==> src/rtl/square_freq_meter.sv <==
// rtl/square_freq_meter.sv - gated rising-edge frequency counter with edge-to-edge period measurement
module square_freq_meter #(
    parameter int unsigned GATE_CYCLES = 1000000,
    parameter int unsigned COUNT_W     = 20
) (
    input  logic               clk,
    input  logic               rst_n,
    input  logic               square_in,
    input  logic               enable,
    output logic [COUNT_W-1:0] freq_count,
    output logic               overflow,
    output logic               valid,
    output logic [COUNT_W-1:0] period_cycles,
    output logic               period_valid
);
    localparam int unsigned        GATE_W    = $clog2(GATE_CYCLES);
    localparam logic [GATE_W-1:0]  GATE_LAST = GATE_W'(GATE_CYCLES - 1);
    localparam logic [COUNT_W-1:0] CNT_MAX   = '1;
    localparam logic [COUNT_W-1:0] CNT_ONE   = COUNT_W'(1);

    typedef enum logic [1:0] {
        ST_IDLE,
        ST_GATE,
        ST_LATCH
    } state_t;

    logic               sync_meta;
    logic               sync_q;
    logic               sync_dly;
    logic               edge_pulse;

    state_t             state;
    logic [GATE_W-1:0]  gate_cnt;
    logic [COUNT_W-1:0] edge_cnt;
    logic               ovf_flag;
    logic [COUNT_W-1:0] edge_next;
    logic               ovf_next;

    logic [COUNT_W-1:0] period_cnt;
    logic               armed;

    // square_in is asynchronous: two flops for metastability, a third for edge detection
    always_ff @(posedge clk or negedge rst_n) begin
        if (!rst_n) begin
            sync_meta <= 1'b0;
            sync_q    <= 1'b0;
            sync_dly  <= 1'b0;
        end else begin
            sync_meta <= square_in;
            sync_q    <= sync_meta;
            sync_dly  <= sync_q;
        end
    end

    assign edge_pulse = sync_q & ~sync_dly;

    always_comb begin
        edge_next = edge_cnt;
        ovf_next  = ovf_flag;
        if (edge_pulse) begin
            if (edge_cnt == CNT_MAX) begin
                ovf_next = 1'b1;
            end else begin
                edge_next = edge_cnt + CNT_ONE;
            end
        end
    end

    // Result registers load from the *next* edge count so a pulse on the last gate cycle is included
    always_ff @(posedge clk or negedge rst_n) begin
        if (!rst_n) begin
            state      <= ST_IDLE;
            gate_cnt   <= '0;
            edge_cnt   <= '0;
            ovf_flag   <= 1'b0;
            freq_count <= '0;
            overflow   <= 1'b0;
            valid      <= 1'b0;
        end else begin
            case (state)
                ST_IDLE: begin
                    gate_cnt <= '0;
                    edge_cnt <= '0;
                    ovf_flag <= 1'b0;
                    valid    <= 1'b0;
                    if (enable) begin
                        state <= ST_GATE;
                    end
                end
                ST_GATE: begin
                    if (!enable) begin
                        state    <= ST_IDLE;
                        gate_cnt <= '0;
                        edge_cnt <= '0;
                        ovf_flag <= 1'b0;
                    end else begin
                        edge_cnt <= edge_next;
                        ovf_flag <= ovf_next;
                        if (gate_cnt == GATE_LAST) begin
                            state      <= ST_LATCH;
                            freq_count <= edge_next;
                            overflow   <= ovf_next;
                            valid      <= 1'b1;
                        end else begin
                            gate_cnt <= gate_cnt + GATE_W'(1);
                        end
                    end
                end
                ST_LATCH: begin
                    valid    <= 1'b0;
                    gate_cnt <= '0;
                    edge_cnt <= '0;
                    ovf_flag <= 1'b0;
                    state    <= enable ? ST_GATE : ST_IDLE;
                end
                default: begin
                    state <= ST_IDLE;
                    valid <= 1'b0;
                end
            endcase
        end
    end

    // Period counter runs free between edges; first edge after enable only arms the measurement
    always_ff @(posedge clk or negedge rst_n) begin
        if (!rst_n) begin
            period_cnt    <= '0;
            armed         <= 1'b0;
            period_cycles <= '0;
            period_valid  <= 1'b0;
        end else if (!enable) begin
            period_cnt <= '0;
            armed      <= 1'b0;
        end else if (edge_pulse) begin
            if (armed) begin
                period_cycles <= (period_cnt == CNT_MAX) ? CNT_MAX : period_cnt + CNT_ONE;
                period_valid  <= 1'b1;
            end
            period_cnt <= '0;
            armed      <= 1'b1;
        end else if (period_cnt != CNT_MAX) begin
            period_cnt <= period_cnt + CNT_ONE;
        end
    end

endmodule

==> config.mk <==
export PLATFORM = sky130hd
export DESIGN_NAME = square_freq_meter
export DESIGN_NICKNAME = d
export VERILOG_FILES = /design/src/rtl/square_freq_meter.sv
export SDC_FILE = /design/constraint.sdc
export NUM_CORES = 1
export LEC_CHECK = 0
export ABC_AREA = 1
export CORE_ASPECT_RATIO = 2
export CORE_MARGIN = 2
export CORE_UTILIZATION = 30
export CTS_BUF_LIST = sky130_fd_sc_hd__clkbuf_4
export DETAILED_ROUTE_END_ITERATION = 10
export HOLD_SLACK_MARGIN = 0.12
export PLACE_DENSITY = 0.48
export SYNTH_ARGS = -nofsm -noshare
export SYNTH_HDL_FRONTEND = slang
export SYNTH_SLANG_ARGS = --single-unit
==> constraint.sdc <==
create_clock -name clk -period 3.08 [get_ports clk]
set_input_delay 0.462 -clock clk [delete_from_list [all_inputs] [get_ports clk]]
set_output_delay 0.462 -clock clk [all_outputs]
set_load 0.02 [all_outputs]
==> results.yml <==
outcome:
  status: "complete, no violations"
finish:
  syn2layout_area_growth_pct: 14.51
  nets: 894
  layout_common_cells: "363 x nand2_1, 110 x dfrtp_1, 67 x nor2_1"
  n_fill_cell: 2218
  layout_commonest_cell: "nand2_1"
  instances_no_fill: 1155
  drive_gt1_frac: 0.06726
logic_synthesis:
  synthCells: 842
  yosysWarnings: 0
  postSynthAreaPerCell_um2: 7.209
  synth-seq-area-share: 0.4535
  ys_ff_latch: 110
  synth_nets: 849
  ys_async_sr_fraction: 1.000
  synth-edff-count: 0
  synthFlopType: "dfrtp_1"
  synthesis.area_um2: 6070
  ys_types: 36
clocking:
  cts_resized: 0
  clkTransAtPathRegs_ps: 190
  cts_tree: "done"
  cts_root_buf: "clkbuf_4"
  cts_buffers: 9
  cts_buffer_depth: 2
  clock_latency_ps: 500
  cts_setup_buffers: 0
  hold_buffers: 1
  clock_sinks: 110
  htree_levels: 3
drt:
  dr_wl_met2_mm: 10.06
  viasPerCell: 4.675
  m1WireLength_mm: 6.027
  wl_mm: 16.98
  first_pass_iters: 4
  drc: 0
  vias: 5400
  highest_layer: "met4"
  drt_iter0_markers: 187
  dr_wl_met3_um: 250
  drtAntennaViolNets: 0
  routedWlPerCell_um: 14.70
worst_hold_path:
  hp-class: "reg2reg"
floorplan:
  start_util: 0.3048
  ioPinCount: 47
  fp.coreArea_um2: 19910
  die_w_um: 104.6
  num_rows: 73
  dieArea_um2: 21460
  die_h_um: 205.2
grt:
  grt_max_degree: 52
  grt_usage: 0.1676
  grt_pass1_vias: 5536
  overflow: 0
  antenna_found_initial: 1
  grt_first_pass_wirelength_mm: 28.08
place:
  place_ws_ps: 772.2
  gp_congestion: 0.8902
  post-dp-hpwl_mm: 12.58
  portBuffers: 46
  place_inst: 1137
timing:
  maxSlewViolCount: 0
  tns_ps: 0
  rsz0062_at_grt: "no"
  setup-violations-final: 0
  period_share: 0.7628
  fmax_ghz: 0.4257
  finalHoldViolations: 0
  setup_ws_ps: 730.7
  skew_ps: 22.07
  maxSlewHeadroom: 0.5200
  fin_crit_ps: 2349
  fin_hold_ws_ps: 384.0
  worstMarginPinSlew_ps: 720.0
worst_setup_path:
  cp_max_fo: 18
  required_ps: 3530
  start_kind: "flip-flop"
  arrival_ps: 2800
  crit_type: "reg2reg"
  crit_path_end_kind: "flip-flop"
run:
  maxCapViolCount: 0
power_and_ir_drop:
  powerDensity_nw_per_um2: 350.7
  ir_drop_mv: 0.1987
  power_leakage_nw: 3.365
stage by stage:
step	total power (W)	utilization	cell area, µm²
after global routing	0.002549	0.3491	6950
after global placement	0.001743	0.3422	6813
after floorplan	0.001631	-	6070
after detailed placement	0.001746	0.3422	6813
after CTS	0.002484	0.3489	6948
final	0.002438	0.3491	6950
synthesized netlist by cell type (3+ instances only):
library cell	instances	area [µm²]
nor2_1	67	251.5
buf_2	11	55.05
buf_6	4	45.04
xor2_1	10	87.58
dfrtp_1	110	2753
nand3_1	48	240.2
a21oi_1	24	120.1
inv_1	65	244.0
nor3_1	14	70.07
a31oi_1	5	31.28
clkbuf_1	7	26.28
nand2_2	4	25.02
xnor2_1	6	52.55
nor2_2	6	37.54
ha_1	3	37.54
o21ai_1	6	30.03
inv_2	8	30.03
o21ai_0	26	130.1
nand2_1	363	1363
nand4_1	32	200.2
or2_2	3	18.77
critical path, stage by stage, from the launching register on:
cell and delay [ps]:
dfrtp_1 490, ha_1 260, inv_1 100, nor3_4 290, nand3_2 140, nor2_1 140
nand2_1 310, buf_4 330, nand2_1 90, nand2_1 50, nand2_1 60
layer usage:
layer | vias to the layer above | global-route usage
met3 | 31 | 0.01686
met2 | 76 | 0.3478
li1 | 2764 | -
met4 | 0 | 0.08095
met5 | - | 0
met1 | 2529 | 0.1585
layout make-up:
cell class | count | area [µm²] | share of cell area
timing repair buffer | 58 | 563.0 | 0.08101
inverter | 73 | 274.0 | 0.03942
sequential | 110 | 2753 | 0.3960
clock inverter | 7 | 57.56 | 0.008281
antenna | 1 | 2.502 | 0.0003600
multi-input combinational | 635 | 2905 | 0.4180
clock buffer | 9 | 67.56 | 0.009721
tap | 262 | 327.8 | 0.04716
where the power goes:
part	internal (W)	switching [W]
registers	0.00148	0.0000249
clock network	0.000178	0.000547
logic	0.0000728	0.000135
sequential cells by signal (all words and copies together) (netlist names):
register	cells
edge_cnt	20
freq_count	20
gate_cnt	20
period_cnt	20
period_cycles	20
state	2
armed	1
overflow	1
ovf_flag	1
period_valid	1
sync_dly	1
sync_meta	1
sync_q	1
valid	1
kinds of logic after synthesis:
family                   after synthesis  share of synthesized area
XOR/XNOR                              16                    0.02309
AO/OA/AOI/OAI                         64                    0.05525
AND/OR/NAND/NOR                      552                     0.3941
adder cells (fa/ha/maj)                3                   0.006185
buffers and inverters                 97                    0.06782
flip-flops                           110                     0.4535
worst paths after layout:
check                                   start           endpoint  slack, ps  cells past startpoint
worst max-delay path            period_cnt[0]  period_cycles[18]        730                     10
worst min-delay path                sync_meta             sync_q        380                      0
worst max register to register  period_cnt[0]  period_cycles[18]        730                     10
max in group asynchronous               rst_n       gate_cnt[13]       1860                      3
worst min register to register      sync_meta             sync_q        380                      0
min in group asynchronous               rst_n     freq_count[17]        540                      2
No activity file was read; power rests on OpenSTA's default activity.
